==> src/rtl/uart_pkg.sv <==
// UART shared definitions: default baud timing, counter width and receiver state encoding.
// Used by both the transmitter and the receiver so their bit timing always agrees.
package uart_pkg;

  localparam int CLK_FREQ_DEF = 25000000;
  localparam int BAUDRATE_DEF = 921600;
  localparam int CNT_W        = 13;

  typedef enum logic [2:0] {
    IDLE,
    START,
    DATA,
    PARITY,
    STOP,
    WAIT_IDLE
  } rx_state_t;

  function automatic int calc_bit_clks(input int clk_freq, input int baudrate);
    return clk_freq / baudrate;
  endfunction

  // Mid-point of the start bit, measured from the cycle the low level is first seen.
  function automatic int calc_half_bit(input int bit_clks);
    return (bit_clks - 1) / 2;
  endfunction

endpackage

==> src/rtl/rx_sync.sv <==
// Two-flop synchronizer for the serial line; both flops reset to the idle (high) level.
// Latency: 2 cycles. No backpressure: samples every cycle.
// Reset-to-1 keeps a reset release from looking like a start bit.
module rx_sync (
  input  logic clk,
  input  logic rst,
  input  logic d,
  output logic q
);

  logic meta;

  always_ff @(posedge clk or posedge rst) begin
    if (rst) begin
      meta <= 1'b1;
      q    <= 1'b1;
    end else begin
      meta <= d;
      q    <= meta;
    end
  end

endmodule

==> src/rtl/rx_module.sv <==
// UART receiver, 8N1 LSB-first (8E1 when UART_RX_PARITY_EN is defined), 1-cycle data_valid strobe.
// Latency: 3 + half_bit + 9*bit_clks cycles from the first synchronizer capture of the start bit (+bit_clks with parity).
// No backpressure: data_out is overwritten by each good frame; the consumer must take it on the strobe.
module rx_module
  import uart_pkg::*;
#(
  parameter int clk_freq = CLK_FREQ_DEF,
  parameter int baudrate = BAUDRATE_DEF,
  parameter int bit_clks = calc_bit_clks(clk_freq, baudrate),
  parameter int half_bit = calc_half_bit(bit_clks)
) (
  input  logic       clk,
  input  logic       rst,
  input  logic       rx,
  output logic [7:0] data_out,
  output logic       data_valid,
  output logic       rx_busy,
  output logic       frame_err,
  output logic       parity_err
);

  localparam logic [CNT_W-1:0] bit_end  = CNT_W'(bit_clks - 1);
  localparam logic [CNT_W-1:0] half_end = CNT_W'(half_bit);

  rx_state_t        state;
  logic [CNT_W-1:0] cnt;
  logic [2:0]       idx;
  logic [7:0]       shift;
  logic             rx_s;

  rx_sync u_sync (
    .clk (clk),
    .rst (rst),
    .d   (rx),
    .q   (rx_s)
  );

`ifdef UART_RX_PARITY_EN
  logic par_bit;
`else
  assign parity_err = 1'b0;
`endif

  always_ff @(posedge clk or posedge rst) begin
    if (rst) begin
      state      <= IDLE;
      cnt        <= '0;
      idx        <= '0;
      shift      <= '0;
      data_out   <= '0;
      data_valid <= 1'b0;
      rx_busy    <= 1'b0;
      frame_err  <= 1'b0;
`ifdef UART_RX_PARITY_EN
      par_bit    <= 1'b0;
      parity_err <= 1'b0;
`endif
    end else begin
      data_valid <= 1'b0;
      frame_err  <= 1'b0;
`ifdef UART_RX_PARITY_EN
      parity_err <= 1'b0;
`endif
      case (state)
        IDLE: begin
          if (!rx_s) begin
            state   <= START;
            cnt     <= '0;
            rx_busy <= 1'b1;
          end
        end
        START: begin
          if (cnt == half_end) begin
            if (!rx_s) begin
              state <= DATA;
              cnt   <= '0;
              idx   <= '0;
            end else begin
              // Line went back high before mid-bit: treat as noise.
              state   <= IDLE;
              rx_busy <= 1'b0;
            end
          end else begin
            cnt <= cnt + 1'b1;
          end
        end
        DATA: begin
          if (cnt == bit_end) begin
            shift[idx] <= rx_s;
            cnt        <= '0;
            if (idx == 3'd7) begin
`ifdef UART_RX_PARITY_EN
              state <= PARITY;
`else
              state <= STOP;
`endif
            end else begin
              idx <= idx + 1'b1;
            end
          end else begin
            cnt <= cnt + 1'b1;
          end
        end
`ifdef UART_RX_PARITY_EN
        PARITY: begin
          if (cnt == bit_end) begin
            par_bit <= rx_s;
            cnt     <= '0;
            state   <= STOP;
          end else begin
            cnt <= cnt + 1'b1;
          end
        end
`endif
        STOP: begin
          // Leaving at the stop-bit mid-point lets a back-to-back start bit be caught.
          if (cnt == bit_end) begin
            cnt <= '0;
            if (rx_s) begin
              state   <= IDLE;
              rx_busy <= 1'b0;
`ifdef UART_RX_PARITY_EN
              if (par_bit != ^shift) begin
                parity_err <= 1'b1;
              end else begin
                data_out   <= shift;
                data_valid <= 1'b1;
              end
`else
              data_out   <= shift;
              data_valid <= 1'b1;
`endif
            end else begin
              frame_err <= 1'b1;
              state     <= WAIT_IDLE;
            end
          end else begin
            cnt <= cnt + 1'b1;
          end
        end
        WAIT_IDLE: begin
          if (rx_s) begin
            state   <= IDLE;
            rx_busy <= 1'b0;
          end
        end
        default: begin
          state   <= IDLE;
          rx_busy <= 1'b0;
        end
      endcase
    end
  end

endmodule
==> config.mk <==
export PLATFORM = sky130hd
export DESIGN_NAME = rx_module
export DESIGN_NICKNAME = d
export VERILOG_FILES = /design/src/rtl/uart_pkg.sv /design/src/rtl/rx_sync.sv /design/src/rtl/rx_module.sv
export SDC_FILE = /design/constraint.sdc
export NUM_CORES = 1
export LEC_CHECK = 0
export CAP_MARGIN = 20
export CORE_MARGIN = 2
export CORE_UTILIZATION = 40
export DETAILED_ROUTE_END_ITERATION = 16
export PLACE_DENSITY_LB_ADDON = 0.3
export SLEW_MARGIN = 25
export SYNTH_ARGS = -nofsm -noshare
export SYNTH_HDL_FRONTEND = slang
export SYNTH_SLANG_ARGS = --single-unit
==> constraint.sdc <==
create_clock -name clk -period 4.35 [get_ports clk]
set_input_delay 0.435 -clock clk [delete_from_list [all_inputs] [get_ports clk]]
set_output_delay 0.435 -clock clk [all_outputs]
set_load 0.02 [all_outputs]
# Word level (Yosys, flattened, before mapping)

Cells that the tools add are included.

Add/sub/neg operators: 2
Magnitude comparators: 2
Equality and inequality tests: 15
Mux-type cells: 32
Bitwise gates (word level): 1
Reductions and logical operators: 10

Operators with widths:

| operator                                                           | number |
|---|---|
| two-way mux 13 bit                                                 | 3 |
| one-hot mux 13 bit (3 select lines)                                | 1 |
| two-way mux 3 bit                                                  | 11 |
| one-hot mux 3 bit (5 select lines)                                 | 1 |
| inequality test 2 bit (second input constant)                      | 7 |
| adder 13 x 1 -> 13 bit (second input constant)                     | 1 |
| == test 13 x 4 -> 1 bit (second input constant)                    | 1 |
| == test 13 x 5 -> 1 bit (second input constant)                    | 1 |
| two-way mux 1 bit                                                  | 11 |
| == test 3 bit (second input constant)                              | 3 |
| bitwise mux 8 bit                                                  | 1 |
| one-hot mux 3 bit (2 select lines)                                 | 1 |
| AND reduction 6 bit                                                | 1 |
| one-hot mux 1 bit (5 select lines)                                 | 1 |
| AND reduction 5 bit                                                | 1 |
| < comparator 3 x 4 -> 1 bit (second input constant)                | 1 |
| AND reduction 4 bit                                                | 1 |
| adder 3 x 1 -> 3 bit (second input constant)                       | 1 |
| demux 1 bit (select 3 bit)                                         | 1 |
| == test 3 x 1 -> 1 bit (second input constant)                     | 1 |
| == test 3 x 2 -> 1 bit (second input constant)                     | 1 |
| greater-or-equal comparator 3 x 1 -> 1 bit (second input constant) | 1 |
| zero test 3 bit                                                    | 1 |
| AND reduction 3 bit                                                | 1 |
| other kinds (8)                                                    | 8 |

Bits in registers: 40
Output and inout port bits: 12
Logic and storage cells: 72

# Longest topological paths before layout

Gate-level depths: netlist (run 1).

Depth after elaboration: 5
Mapped depth: 8

# Modules after synthesis

Synthesis (run 1) repeated with hierarchy kept, for this count alone.

Cell total of the unflattened synthesis: 218
Area, all modules: 2282.2 um2

Modules (own cells, without submodules):

| module    | instances | cells each | area each (um2) | seq. area each (um2) |
|---|---|---|---|---|
| rx_module | 1         | 215        | 2225.9          | 950.9 |
| rx_sync   | 1         | 3          | 56.3            | 52.6 |

# Worst setup path before layout (run 1)

No wires, ideal clock.

Kind: reg2reg
Start: reg cnt[7]
End: reg shift[2]
Setup time: 0.125 ns
Data arrival time: 2.058 ns
Setup slack: 2.167 ns
Cell stages (with the launch flop): 6
Buffers on the path: 0
Clock period less this slack: 2.183 ns
Cell sequence: dfrtp_1 -> or4_4 -> nor3_4 -> nand4b_2 -> nor3b_2 -> mux2_2

Cells in the longest elaborated chain, start to end: 2

Ends and longest elaborated chain:

| element                              | RTL line         | source |
|---|---|---|
| start: declaration                   | rx_module.sv:26  | `logic [CNT_W-1:0] cnt;` |
| start signal: assignment             | rx_module.sv:84  | `cnt <= cnt + 1'b1;` |
| start signal: assignment             | rx_module.sv:101 | `cnt <= cnt + 1'b1;` |
| start signal: assignment             | rx_module.sv:138 | `cnt <= cnt + 1'b1;` |
| == test 13 x 5 -> 1 bit              | rx_module.sv:88  | `if (cnt == bit_end) begin` |
| AND reduction 2 bit (no source line) | -                |  |
| end signal: indexed assignment       | rx_module.sv:89  | `shift[idx] <= rx_s;` |
| end: declaration                     | rx_module.sv:28  | `logic [7:0] shift;` |

No other way between the ends.
A chain may end at the register's enable or synchronous reset.

# Worst setup path in the final report (run 1)

Start: reg cnt[7]
End: reg cnt[12]

Cells in the longest elaborated chain, start to end: 3

Ends and longest elaborated chain:

| element                                              | RTL line                                            | source |
|---|---|---|
| adder 13 x 1 -> 13 bit, or another cell as far along | rx_module.sv:84, rx_module.sv:101, rx_module.sv:138 |  |
| two-way mux 13 bit, on equally long branches         | rx_module.sv:88, rx_module.sv:117, rx_module.sv:73  |  |
| one-hot mux 13 bit (3 select lines) *                | rx_module.sv:64                                     | `case (state)` |

Mark *: on every way between the ends. The rest lies on a longest branch, timed or not.

==> impl_metrics.py, run 1 <==
metrics = {
    "worst_hold_path": {
        "hold_class": "reg -> reg",
        "min_from": "u_sync.meta",
        "hold-path-endpoint": "u_sync.q",
        "hold_depth": 0,
    },
    "floorplan": {
        "rows": 26,
        "io_pins": 15,
        "die-area_um2": 5690,
        "start_util_pct": 40.8,
        "coreArea_um2": 5010,
        "die_x_um": 75.5,
        "die_h_um": 75.5,
    },
    "sta": {
        "hold_viol": 0,
        "drv_slew": 0,
        "maxSlewHeadroom_pct": 35.2,
        "fmax_mhz": 387,
        "period_minus_slack_ps": 2580,
        "fin_crit_sh_pct": 59.4,
        "rsz0062_at_grt": "no",
        "worst_pin_slew_ps": 972,
        "setup_violations": 0,
        "skew_ps": 8.62,
        "tns_ps": 0,
        "setup_ws_ps": 1770,
    },
    "finish": {
        "nets": 222,
        "antenna_cells": 0,
        "syn_to_final_growth_pct": 14.0,
        "drive_gt1_share_pct": 16.3,
    },
    "logic_synthesis": {
        "synth_edf_count": 0,
        "ys_ff_latch": 40,
        "ys_async_sr_fraction_pct": 100,
        "synthCells": 206,
        "syn-cell-area_um2": 2040,
        "synthTopCellsByArea": "dfrtp_1 47%, nand2_1 7.4%, a31oi_1 3.1%",
        "yosys.area_share.adder_pct": 3.06,
        "syn_area_per_cell_um2": 9.91,
        "ys_warn_count": 0,
        "netlist.area_leader.share_pct": 46.6,
        "synth_top_family_by_area": "simple AND/OR/NAND/NOR gates",
        "yosys.area_share.simple_pct": 24.9,
        "synth_xor_area_share_pct": 0,
        "synthMuxAreaShare_pct": 5.70,
        "synth_top_area_cell": "dfrtp_1",
        "synthFlopType": "dfrtp_1",
        "synth.yosys.seq_area_share_pct": 49.1,
        "synth.distinct_cells": 46,
        "synth-compound-area-share_pct": 13.1,
        "synth.net_count": 214,
    },
    "clock_tree": {
        "ctsResizeCount": 0,
        "clockBufferDepth": 2,
        "post_cts_buffers": 0,
        "cts_hold_buf": 0,
        "cts_root_buffer": "clkbuf_8",
        "cts_tree": "built",
        "clk-insertion-delay-late_ps": 300,
        "clkSinkCount": 40,
        "path_clk_slew_ps": 80,
        "cts_buffers": 5,
        "cts-htree-levels": 2,
    },
    "routing": {
        "dr_total_vias": 1511,
        "wl_um": 3810,
        "avgViaCountPerCell": 5.30,
        "route.met3.wl_um": 130,
        "dr.max_layer_used": "met4",
        "wl_per_cell_um": 13.4,
        "ant_nets": 0,
        "met1Wirelength_um": 1950,
        "route.detailed.drc": 0,
        "wl_met2_um": 1660,
        "drt_iter0_markers": 81,
        "dr.pass1.iters": 4,
    },
    "placement": {
        "hpwl_um": 2490,
        "place.gp.congestion": 0.768,
        "dp_slack_ps": 1800,
        "io_buffers": 13,
    },
    "global_routing": {
        "antenna_found_initial": 0,
        "grt_pass1_wl_um": 6480,
        "grt_pass1_vias": 1366,
        "gr-total-overflow": 0,
        "grt_usage_pct": 15.2,
        "grt_max_degree": 41,
    },
    "setup_path": {
        "reg2reg_to": "cnt[12]",
        "cp-start-kind": "register",
        "required_ps": 4530,
        "cp.arrival_ps": 2770,
        "cp_max_fo": 27,
        "regToRegSetupSlack_ps": 1770,
        "crit_type": "reg -> reg",
        "reg2reg_from": "cnt[7]",
        "crit_path_end_kind": "register",
        "ff2ff_path_depth": 5,
    },
    "power_and_ir_drop": {
        "max-vdd-ir-drop_mv": 0.206,
        "cellLeakagePower_nw": 1.08,
        "powerDensity_nw_per_um2": 471,
    },
    "run": {
        "cap_viol_max_count": 0,
    },
    "status": {
        "status": "complete, no violations",
    },
}
-- power breakdown --
group | internal, mW | switching [mW]
logic | 0.108 | 0.188
registers | 0.409 | 0.0688
clock network | 0.188 | 0.134
-- cell families (layout without fill, tap and decap cells) --
logic type / Yosys count / in the layout
other cells: 1 / 1
flops: 40 / 40
simple gates: 94 / 94
compound gates: 39 / 39
buf+inv: 18 / 27
fa+ha+maj: 5 / 5
mux: 9 / 9
-- Yosys cell counts, drive strengths merged, types with 2 or more instances --
cell	instances
nand2	40
dfrtp	38
nor2	12
a31oi	10
mux2	9
nand3	9
buf	7
o21ai	7
a21oi	6
clkbuf	6
nor3	6
ha	5
inv	5
a41oi	4
or2	4
a22o	3
and3	3
nand4	3
nand4b	3
a211o	2
and4	2
dfstp	2
nand2b	2
nand3b	2
nor3b	2
o22ai	2
or4	2
-- area by class of cell --
type	instances	area, um2
Fill cell	484	2680
Clock inverter	2	38.8
Inverter	5	18.8
Timing Repair Buffer	14	138
Clock buffer	6	82.6
Multi-Input combinational cell	148	960
Sequential cell	40	1000
Tap cell	70	87.6
-- flip-flops by register name, summed over array words and instances (netlist names), 3 cells and up --
name and count:
cnt 13, data_out 8, shift 8, state 3
idx 3
-- critical path: stages (launching register included) --
cell and delay, ps:
dfrtp_1 450, or4_4 600, nor3_4 430, o22ai_2 400, a221o_1 400, a22o_1 180
-- per-stage QoR --
stage / hold slack, ps / util [%] / instances / power [mW] / area, um2
finish: 359 / 46.5 / 285 / 1.10 / 2330
global route: 363 / 46.5 / 285 / 1.17 / 2330
CTS: 360 / 46.5 / 285 / 1.10 / 2330
detailed placement: 347 / 44.1 / 277 / 0.779 / 2210
global placement: 347 / 44.1 / 277 / 0.773 / 2210
floorplan: 345 / - / 206 / 0.712 / 2040
-- worst max path at each step --
| stage | startpoint | endpoint | depth (start not counted) |
|---|---|---|---|
| floorplan | cnt[7] | shift[2] | 5 |
| global placement | cnt[7] | cnt[12] | 5 |
| detailed placement | cnt[7] | cnt[12] | 5 |
| CTS | cnt[7] | cnt[12] | 5 |
| global route | cnt[7] | cnt[12] | 5 |
| finish | cnt[7] | cnt[12] | 5 |
-- placed cells by master, fill, tap and decap left out, types with 5 or more instances in the layout --
master	netlist	layout
nand2_1	40	40
o21ai_0	6	6
nor2_1	12	12
clkbuf_8	0	6
nor3_1	5	5
nand3_1	8	8
dfrtp_1	38	38
clkdlybuf4s50_1	0	13
a21oi_1	6	6
a31oi_1	10	10
inv_1	5	5
ha_1	5	5
mux2_2	5	5
-- layer usage --
metal  vias to the layer above  GRT usage, %
li1                        751             -
met1                       733          21.3
met2                        21          22.2
met3                         6          4.50
met4                         0          5.85
met5                         -             0
Power figures use the tool's default switching activity.
==> run 2, diff against run 1 <==
==> constraint.sdc (replaced) <==
create_clock -name clk -period 2.4 [get_ports clk]
set_input_delay 0.24 -clock clk [delete_from_list [all_inputs] [get_ports clk]]
set_output_delay 0.24 -clock clk [all_outputs]
set_load 0.02 [all_outputs]
==> run 2 against run 1 <==
Combinational power grew 110%. Die area is the same. Power grew 85%. Critical path depth grew 1. Clock skew shrank 2.0 ps. Routed wire length grew 1.3%. Core utilization grew 2.2 points. Via count grew 4.3%. First-iteration DRC count grew 38%. Global-route usage grew 0.64 points. Sequential cell count is the same. Setup slack lost 1700 ps. Critical path type unchanged. Highest routed layer unchanged.
==> impl_metrics.py, run 2 (same netlist as run 1, synthesis figures left out) <==
metrics = {
    "sta": {
        "drv_slew": 0,
        "rsz0062_at_grt": "yes",
        "tns_ps": 0,
        "setup_violations": 0,
        "fmax_mhz": 428,
        "hold_viol": 0,
        "fin_crit_sh_pct": 97.4,
        "period_minus_slack_ps": 2340,
        "skew_ps": 6.62,
    },
    "clock_tree": {
        "clkSinkCount": 40,
        "clockBufferDepth": 2,
        "cts_buffers": 5,
        "cts-htree-levels": 2,
        "cts_root_buffer": "clkbuf_8",
        "cts_tree": "built",
        "path_clk_slew_ps": 80,
        "cts_hold_buf": 0,
        "clk-insertion-delay-late_ps": 290,
    },
    "floorplan": {
        "coreArea_um2": 5010,
        "die_h_um": 75.5,
        "die-area_um2": 5690,
        "io_pins": 15,
        "rows": 26,
        "die_x_um": 75.5,
        "start_util_pct": 40.8,
    },
    "finish": {
        "final_core_util_pct": 48.7,
        "layout_commonest_cell": "nand2_1",
        "regMostFlops": "cnt",
        "nets": 236,
        "mostFrequentLayoutCells": "40 x nand2_1, 38 x dfrtp_1, 15 x buf_4, 13 x clkdlybuf4s50_1, 12 x nor2_1",
        "antenna_cells": 0,
        "syn_to_final_growth_pct": 19.4,
        "fin_area_um2": 2440,
        "drive_gt1_share_pct": 21.8,
        "reg.largest.list": "cnt: 13 flops, data_out: 8 flops, shift: 8 flops",
        "largest_register_ffs": 13,
    },
    "placement": {
        "io_buffers": 13,
        "hpwl_um": 2660,
        "placed_cell_area_um2": 2300,
        "place.gp.congestion": 0.817,
    },
    "routing": {
        "wl_um": 3860,
        "avgViaCountPerCell": 5.27,
        "route.detailed.drc": 0,
        "dr_total_vias": 1576,
        "drt_iter0_markers": 112,
        "wl_per_cell_um": 12.9,
        "ant_nets": 0,
        "dr.pass1.iters": 4,
    },
    "power_and_ir_drop": {
        "cellLeakagePower_nw": 1.16,
        "max-vdd-ir-drop_mv": 0.457,
        "powerDensity_nw_per_um2": 831,
        "power.total_mw": 2.03,
    },
    "global_routing": {
        "grt_pass1_wl_um": 6790,
        "grt_pass1_vias": 1405,
        "antenna_found_initial": 0,
        "grt_max_degree": 41,
        "grt_usage_pct": 15.8,
        "gr-total-overflow": 0,
    },
    "worst_hold_path": {
        "hold_class": "in -> reg",
    },
    "run": {
        "cap_viol_max_count": 0,
    },
    "status": {
        "status": "complete, no violations",
    },
    "setup_path": {
        "crit_path_end_kind": "register",
        "cp.arrival_ps": 2520,
        "cp-start-kind": "register",
        "required_ps": 2580,
        "cp_max_fo": 7,
        "crit_type": "reg -> reg",
    },
}
run 2: cell count changes in the layout (fill, tap and decap cells not counted), sizes merged:
| cell | delta |
|---|---|
| buf | +14 |
run 2: report_power, final:
part | switching (mW) | internal, mW | total [mW]
combinational | 0.392 | 0.239 | 0.631
clock | 0.236 | 0.340 | 0.576
sequential | 0.0784 | 0.742 | 0.820
run 2: repair_timing:
action	CTS	global route
setup endpoints to repair	0	2
setup buffers	0	1
gates resized for setup	0	1
run 2: final timing paths:
| check | startpoint | endpoint | slack [ps] | cells after the start |
|---|---|---|---|---|
| hold / removal | rx | u_sync.meta | 340 | 1 |
| min in group asynchronous | rst | cnt[1] | 370 | 3 |
| setup / recovery | cnt[11] | shift[3] | 60 | 6 |
| max in group asynchronous | rst | u_sync.meta | 1670 | 3 |
| hold reg to reg | u_sync.meta | u_sync.q | 360 | 0 |
| setup reg to reg | cnt[11] | shift[3] | 60 | 6 |
run 2: through the flow:
step | cells | setup WS [ps] | hold slack, ps
detailed placement | 290 | 112 | 350
finish | 299 | 62.0 | 345
global route | 299 | -10.9 | 346
floorplan | 206 | 217 | 244
CTS | 298 | 99.3 | 334
global placement | 290 | 187 | 346
run 2: final cells by class:
cell class | count | area, um2
clock buffer | 6 | 82.6
clock inverter | 2 | 38.8
fill | 483 | 2570
inverter | 5 | 18.8
multi-input combinational | 148 | 965
sequential | 40 | 1000
tap | 70 | 87.6
timing repair buffer | 28 | 243
run 2: layer usage:
layer | track usage (%) | up-vias | wire (um)
met5 | 0 | - | 0
met4 | 7.02 | 0 | 108
met3 | 4.37 | 10 | 132
met2 | 21.8 | 28 | 1710
met1 | 23.1 | 764 | 1910
li1 | - | 774 | -
run 2: worst max-delay path: stages, from the launching register on:
cell,delay [ps]
dfrtp_1,400
or4_1,630
nor3_4,370
buf_4,170
and4_4,260
nand3b_2,100
mux2_4,300
==> run 3, diff against run 2 <==
--- a/config.mk
+++ b/config.mk
@@ -5,7 +5,6 @@
 export SDC_FILE = /design/constraint.sdc
 export NUM_CORES = 1
 export LEC_CHECK = 0
-export CAP_MARGIN = 20
 export CORE_MARGIN = 2
 export CORE_UTILIZATION = 40
 export DETAILED_ROUTE_END_ITERATION = 16
==> results of run 3 <==
Same layout as run 2: the final DEF is identical, and so are final timing and power.
